===== src/rtl/fir_decim_pkg.sv =====
`default_nettype none
// ============================================================================
// Module      : fir_decim_pkg
// Description : Shared constants, state encoding and the saturation helper
//               for the FIR decimating output stage.
// Revision    : 1.0 - initial release
// ============================================================================
package fir_decim_pkg;

    // Width of the incoming FIR sample stream
    localparam int FIR_W = 16;

    // Output-stage state machine encoding
    typedef logic [0:0] state_t;
    localparam state_t FILL = 1'b0;
    localparam state_t RUN  = 1'b1;

    // Clamp a 17-bit signed value into the signed range of an out_w-bit word.
    // The result stays 17 bits wide; the caller keeps the low out_w bits.
    function automatic logic signed [FIR_W:0] saturate(
        input logic signed [FIR_W:0] x,
        input int                    out_w
    );
        logic signed [FIR_W:0] hi;
        logic signed [FIR_W:0] lo;
        hi = (FIR_W+1)'((1 << (out_w - 1)) - 1);
        lo = ~hi;
        if (x > hi) begin
            return hi;
        end else if (x < lo) begin
            return lo;
        end else begin
            return x;
        end
    endfunction

endpackage
`default_nettype wire


===== src/rtl/fir_decim_fifo.sv =====
`default_nettype none
// ============================================================================
// Module      : fir_decim_fifo
// Description : Synchronous FIFO with log2(DEPTH)+1 bit wrapping pointers.
//               A write while full is dropped unless a read happens in the
//               same cycle. No read-through bypass: a write into an empty
//               FIFO becomes visible the following cycle.
// Ports       : clk      - rising-edge clock
//               reset    - synchronous active-low reset (empties the FIFO)
//               wr_en    - write request
//               wr_data  - write data
//               full     - FIFO holds DEPTH entries
//               rd_en    - read request (pops the head when not empty)
//               rd_data  - head entry, zero when empty
//               empty    - FIFO holds no entries
// Revision    : 1.0 - initial release
// ============================================================================
module fir_decim_fifo
    import fir_decim_pkg::*;
#(
    parameter int WIDTH = 12,
    parameter int DEPTH = 8
) (
    input  logic             clk,
    input  logic             reset,
    input  logic             wr_en,
    input  logic [WIDTH-1:0] wr_data,
    output logic             full,
    input  logic             rd_en,
    output logic [WIDTH-1:0] rd_data,
    output logic             empty
);

    localparam int AW = $clog2(DEPTH);

    logic [AW:0]      r_wr_ptr;
    logic [AW:0]      r_rd_ptr;
    logic [WIDTH-1:0] r_mem [DEPTH];

    logic w_rd_go;
    logic w_wr_go;

    assign empty = (r_wr_ptr == r_rd_ptr);
    assign full  = (r_wr_ptr[AW] != r_rd_ptr[AW]) &&
                   (r_wr_ptr[AW-1:0] == r_rd_ptr[AW-1:0]);

    // A read in the same cycle frees a slot, so a write to a full FIFO succeeds
    assign w_rd_go = rd_en && !empty;
    assign w_wr_go = wr_en && (!full || w_rd_go);

    always_ff @(posedge clk) begin
        if (!reset) begin
            r_wr_ptr <= '0;
            r_rd_ptr <= '0;
        end else begin
            if (w_wr_go) begin
                r_wr_ptr <= r_wr_ptr + 1'b1;
            end
            if (w_rd_go) begin
                r_rd_ptr <= r_rd_ptr + 1'b1;
            end
        end
    end

    // Storage needs no reset: the pointers define which entries are live
    always_ff @(posedge clk) begin
        if (w_wr_go) begin
            r_mem[r_wr_ptr[AW-1:0]] <= wr_data;
        end
    end

    assign rd_data = empty ? '0 : r_mem[r_rd_ptr[AW-1:0]];

endmodule
`default_nettype wire


===== src/rtl/fir_decim_out.sv =====
`default_nettype none
// ============================================================================
// Module      : fir_decim_out
// Description : Output stage of the 13-tap FIR. Drops the first SKIP valid
//               samples after reset, keeps 1 of every DECIM thereafter,
//               scales by an arithmetic right shift of SHIFT, saturates to
//               OUT_W signed bits, and queues the result in a FIFO behind a
//               valid/ready interface.
//               Optional macro FIR_DECIM_ROUND_EN: round half-up before the
//               shift instead of truncating (floor).
// Ports       : clk        - rising-edge clock
//               reset      - synchronous active-low reset
//               din        - FIR output sample, two's complement
//               din_valid  - din carries a new sample
//               dout       - output sample, signed OUT_W bits
//               dout_valid - dout carries a sample
//               dout_ready - consumer accepts dout
//               ovf        - sticky: kept sample dropped on a full FIFO
//               sat        - sticky: kept sample was clamped
// Revision    : 1.0 - initial release
// ============================================================================
module fir_decim_out
    import fir_decim_pkg::*;
#(
    parameter int DECIM = 4,
    parameter int SKIP  = 12,
    parameter int SHIFT = 4,
    parameter int OUT_W = 12,
    parameter int DEPTH = 8
) (
    input  logic             clk,
    input  logic             reset,
    input  logic [FIR_W-1:0] din,
    input  logic             din_valid,
    output logic [OUT_W-1:0] dout,
    output logic             dout_valid,
    input  logic             dout_ready,
    output logic             ovf,
    output logic             sat
);

    localparam int PH_W = (DECIM > 1) ? $clog2(DECIM) : 1;
    localparam int SK_W = (SKIP > 0) ? $clog2(SKIP + 1) : 1;
    localparam logic [PH_W-1:0] PH_LAST = PH_W'(DECIM - 1);
    localparam logic [SK_W-1:0] SK_LAST = SK_W'((SKIP > 0) ? (SKIP - 1) : 0);

    state_t           r_state;
    logic [SK_W-1:0]  r_skip_cnt;
    logic [PH_W-1:0]  r_phase;
    logic             r_s_valid;
    logic [OUT_W-1:0] r_s_data;
    logic             r_ovf;
    logic             r_sat;

    logic                    w_run;
    logic                    w_keep;
    logic signed [FIR_W:0]   w_ext;
    logic signed [FIR_W:0]   w_pre;
    logic signed [FIR_W:0]   w_shift;
    logic signed [FIR_W:0]   w_clamp;
    logic                    w_clamped;
    logic                    w_full;
    logic                    w_empty;
    logic                    w_rd;
    logic [OUT_W-1:0]        w_rd_data;

    // ------------------------------------------------------------------
    // Sample selection. With SKIP=0 the FILL cycle right after reset
    // already behaves as RUN, so no sample is lost.
    // ------------------------------------------------------------------
    assign w_run  = (r_state == RUN) || (SKIP == 0);
    assign w_keep = din_valid && w_run && (r_phase == '0);

    always_ff @(posedge clk) begin
        if (!reset) begin
            r_state    <= FILL;
            r_skip_cnt <= '0;
            r_phase    <= '0;
        end else begin
            if (r_state == FILL) begin
                if (SKIP == 0) begin
                    r_state <= RUN;
                end else if (din_valid) begin
                    r_skip_cnt <= r_skip_cnt + 1'b1;
                    if (r_skip_cnt == SK_LAST) begin
                        r_state <= RUN;
                    end
                end
            end
            if (w_run && din_valid) begin
                r_phase <= (r_phase == PH_LAST) ? '0 : r_phase + 1'b1;
            end
        end
    end

    // ------------------------------------------------------------------
    // Scaling in 17 bits so the rounding offset cannot overflow
    // ------------------------------------------------------------------
    assign w_ext = $signed({din[FIR_W-1], din});

`ifdef FIR_DECIM_ROUND_EN
    generate
        if (SHIFT > 0) begin : g_round
            assign w_pre = w_ext + (FIR_W+1)'(1 << (SHIFT - 1));
        end else begin : g_no_round
            assign w_pre = w_ext;
        end
    endgenerate
`else
    assign w_pre = w_ext;
`endif

    assign w_shift   = w_pre >>> SHIFT;
    assign w_clamp   = saturate(w_shift, OUT_W);
    assign w_clamped = (w_clamp != w_shift);

    // ------------------------------------------------------------------
    // Scale/saturate register stage and sticky flags
    // ------------------------------------------------------------------
    assign w_rd = !w_empty && dout_ready;

    always_ff @(posedge clk) begin
        if (!reset) begin
            r_s_valid <= 1'b0;
            r_s_data  <= '0;
            r_sat     <= 1'b0;
            r_ovf     <= 1'b0;
        end else begin
            r_s_valid <= w_keep;
            if (w_keep) begin
                r_s_data <= w_clamp[OUT_W-1:0];
                if (w_clamped) begin
                    r_sat <= 1'b1;
                end
            end
            // Dropped only when full and no pop frees a slot this cycle
            if (r_s_valid && w_full && !w_rd) begin
                r_ovf <= 1'b1;
            end
        end
    end

    fir_decim_fifo #(
        .WIDTH (OUT_W),
        .DEPTH (DEPTH)
    ) u_fifo (
        .clk     (clk),
        .reset   (reset),
        .wr_en   (r_s_valid),
        .wr_data (r_s_data),
        .full    (w_full),
        .rd_en   (w_rd),
        .rd_data (w_rd_data),
        .empty   (w_empty)
    );

    assign dout       = w_rd_data;
    assign dout_valid = !w_empty;
    assign ovf        = r_ovf;
    assign sat        = r_sat;

endmodule
`default_nettype wire


===== config.mk =====
export PLATFORM = sky130hd
export DESIGN_NAME = fir_decim_out
export DESIGN_NICKNAME = d
export VERILOG_FILES = /design/src/rtl/fir_decim_pkg.sv /design/src/rtl/fir_decim_fifo.sv /design/src/rtl/fir_decim_out.sv
export SDC_FILE = /design/constraint.sdc
export NUM_CORES = 1
export LEC_CHECK = 0
export CORE_MARGIN = 8
export CORE_UTILIZATION = 45
export DETAILED_ROUTE_END_ITERATION = 12
export PLACE_DENSITY = 0.71
export SLEW_MARGIN = 40
export SYNTH_ARGS = -nofsm -noshare
export SYNTH_HDL_FRONTEND = slang
export SYNTH_SLANG_ARGS = --single-unit

===== constraint.sdc =====
create_clock -name clk -period 2.3 [get_ports clk]
set_input_delay 0.46 -clock clk [delete_from_list [all_inputs] [get_ports clk]]
set_output_delay 0.46 -clock clk [all_outputs]
set_load 0.005 [all_outputs]

==> results.sh <==
export IMPL_synth_cells=335
export IMPL_synth_top_cell_by_area="edfxtp_1"
export IMPL_worstReg2RegStart="u_fifo.r_rd_ptr[0]"
export IMPL_slowest_delay_ps=540
export IMPL_reg2regPathDepth=5
export IMPL_async_reset_ff_share_pct=0
export IMPL_nets=420
export IMPL_cellLeakagePower_nw=2.273
export IMPL_crit_chain="buf_8, buf_16, mux4_2, mux2i_2, nor2_1, buf_2"
export IMPL_layout_drive_gt1_share_pct=25.98
export IMPL_fp_row_count=39
export IMPL_avgViaCountPerCell=5.401
export IMPL_hp_class="reg2reg"
export IMPL_ys_seq_area_share_pct=69.51
export IMPL_place_hpwl_mm=5.988
export IMPL_synth_area_sq_um=5097
export IMPL_io_pins=35
export IMPL_grt_pass1_wl_mm=16.64
export IMPL_setup_viol=11
export IMPL_synth_distinct_cells=35
export IMPL_dieWidth_um=122.4
export IMPL_rsz0062_at_grt="yes"
export IMPL_num_vias=2976
export IMPL_skew_ps=20.96
export IMPL_p_per_area_nw_per_um2=824.1
export IMPL_cp_end_kind="output pin"
export IMPL_hold_violations=0
export IMPL_hold_depth=1
export IMPL_cts_made_buffers=17
export IMPL_cp_max_fo=6
export IMPL_clock_fmax_mhz=409.5
export IMPL_cp_arrival_ps=1980
export IMPL_synth_edff_count=96
export IMPL_track_usage_pct=15.32
export IMPL_antenna_left=0
export IMPL_r2r_slack_ps=470
export IMPL_finalCritPeriodShare_pct=106.2
export IMPL_cts_clk_slew_worst_paths_ps=60
export IMPL_io_buffers=30
export IMPL_first_pass_iters=4
export IMPL_drc=0
export IMPL_synth_warnings=0
export IMPL_gp_congestion=0.7952
export IMPL_fp_dieArea_sq_um=14990
export IMPL_max_slew_margin_pct=64.34
export IMPL_grt_max_degree=25
export IMPL_tritoncts="built"
export IMPL_hold_end="sat"
export IMPL_synth_area_top_cells="edfxtp_1, dfxtp_1, mux4_2"
export IMPL_slew_viol_final=0
export IMPL_max_cap_violations=0
export IMPL_cts_root_buf="clkbuf_16"
export IMPL_fin_crit_ps=2442
export IMPL_hp_start="sat"
export IMPL_wirelength_mm=10.71
export IMPL_whs_ps=464.9
export IMPL_setup_tns_ps=-696.1
export IMPL_ir_worst_vdd_v=0.0006661
export IMPL_crit_family="multiplexers"
export IMPL_overflow=0
export IMPL_crit_type="reg2out"
export IMPL_h_tree_depth=4
export IMPL_fin_area_sq_um=6421
export IMPL_r2r_end="u_fifo.r_rd_ptr[1]"
export IMPL_antenna_found_initial=0
export IMPL_worst_slew_pin_slew_ps=529.3
export IMPL_status="finished, violations left"
export IMPL_clockBufferDepth=2
export IMPL_clk_latency_ps=410
export IMPL_area_growth_pct=25.97
export IMPL_coreArea_sq_um=11220
export IMPL_ys_seq_elements=129
export IMPL_violations="negative setup slack"
export IMPL_start_kind="flip-flop"
export IMPL_grt_pass1_vias=3064
export IMPL_wl_per_cell_um=19.44
export IMPL_critPathBufInv=3
export IMPL_synth_net_count=360
export IMPL_required_ps=1840
export IMPL_diodes=0
export IMPL_fin_ws_ps=-142.1
export IMPL_ys_flop_type="edfxtp_1"
export IMPL_critPathSlowestCell="mux4_2"
export IMPL_avgSynthCellArea_sq_um=15.22
export IMPL_synth_top_cell_area_share_pct=56.55
export IMPL_clock_sinks=129
export IMPL_start_util_pct=45.42
export IMPL_postPlaceCellArea_sq_um=5732
export IMPL_drt_iter0_drc=207
export IMPL_die_height_um=122.4
==> cells in the final DEF, fill, tap and decap left out, types with 2 or more instances in the layout <==
master,n
nand3_1,4
mux2i_2,2
o311ai_0,4
buf_2,12
clkbuf_16,17
a21oi_1,19
mux2i_1,14
nor3_2,2
nand2b_1,4
clkinv_2,3
and3_1,3
o211ai_1,2
clkinvlp_4,5
nor3_1,2
buf_4,21
mux4_2,24
buf_16,2
nor3b_1,2
clkdlybuf4s50_1,17
nand2_1,44
xnor2_1,4
dfxtp_2,2
or3_1,3
nor2_1,24
buf_12,5
edfxtp_1,96
dfxtp_1,30
ha_1,5
bufinv_16,4
o21ai_0,4
nand4_1,2
inv_1,7
==> layer usage <==
metal	share of wire (%)	wire, um	up-vias	GRT usage [%]
li1	-	-	1384	-
met1	40	4292	1464	17.84
met2	50	5356	111	25.83
met3	7.8	840	17	4.232
met4	2.1	221	0	7.312
met5	0	0	-	0
==> area by class of cell <==
| cell class | count | area [sq um] |
|---|---|---|
| repair buffers | 60 | 578.1 |
| clock inverters | 14 | 190.2 |
| clock buffers | 18 | 429.2 |
| inverters | 7 | 26.28 |
| fillers | 863 | 4802 |
| multi-input cells | 180 | 1469 |
| well taps | 143 | 178.9 |
| flip-flops and latches | 129 | 3550 |
==> cell usage after synthesis, types with 3 or more instances <==
library cell and n:
nand2_1 44, clkbuf_1 11, ha_1 5, nand2b_1 4
a21oi_1 19, o21ai_0 4, or3_1 3, edfxtp_1 96
mux4_2 24, nor3_1 4, buf_2 5, inv_1 7
dfxtp_1 33, nand3_1 4, and3_1 3, mux2i_1 16
o311ai_0 4, nor2_1 24, xnor2_1 4
==> worst max path at each step <==
stage / from / end / cells after the start
after floorplan: u_fifo.r_wr_ptr[0] / u_fifo.r_mem[0][0] / 5
after global placement: flip-flop / dout[5] / 5
after detailed placement: flip-flop / dout[11] / 5
after CTS: flip-flop / dout[9] / 6
after global routing: flip-flop / dout[2] / 6
final: flip-flop / dout[2] / 6
==> power breakdown <==
part	leakage [nW]	internal, mW	switching [mW]
Combinational	0.714	0.0309	0.0224
Clock	0.288	1.81	0.957
Sequential	1.27	2.47	0.00333
==> per-stage QoR <==
step	setup slack, ps	util, %	power (mW)	instances
6_report	-142.1	57.21	5.292	551
5_1_grt	-200.4	57.21	5.429	551
4_1_cts	-149.4	57.39	5.323	552
3_5_place_dp	-33.48	51.07	2.576	513
3_3_place_gp	-9.557	51.07	2.575	513
2_1_floorplan	114.9	-	2.541	335
==> state kept, by name (all words and copies together) (netlist names), named ones only <==
register and cells:
u_fifo.r_mem 96, r_s_data 12, r_skip_cnt 4, r_phase 2, sat 1, u_fifo.r_rd_ptr 4
r_s_valid 1, u_fifo.r_wr_ptr 4, r_state 1, ovf 1
==> kinds of logic after synthesis <==
| kind of cell | synth area share [%] |
|---|---|
| xor+xnor | 1.031 |
| simple gates | 8.125 |
| buf+inv | 2.185 |
| fa+ha+maj | 1.227 |
| compound gates | 4.173 |
| mux | 13.75 |
| flops | 69.51 |
==> repair_timing <==
item                                    CTS  global route
pin swaps                                 5             3
cloned                                    3             0
endpoints found under the setup margin   13            12
buffers inserted                          4             2
hold buffers                              0             0
gates resized for setup                  61             8
Note: power is estimated with default switching activity, not from simulation.
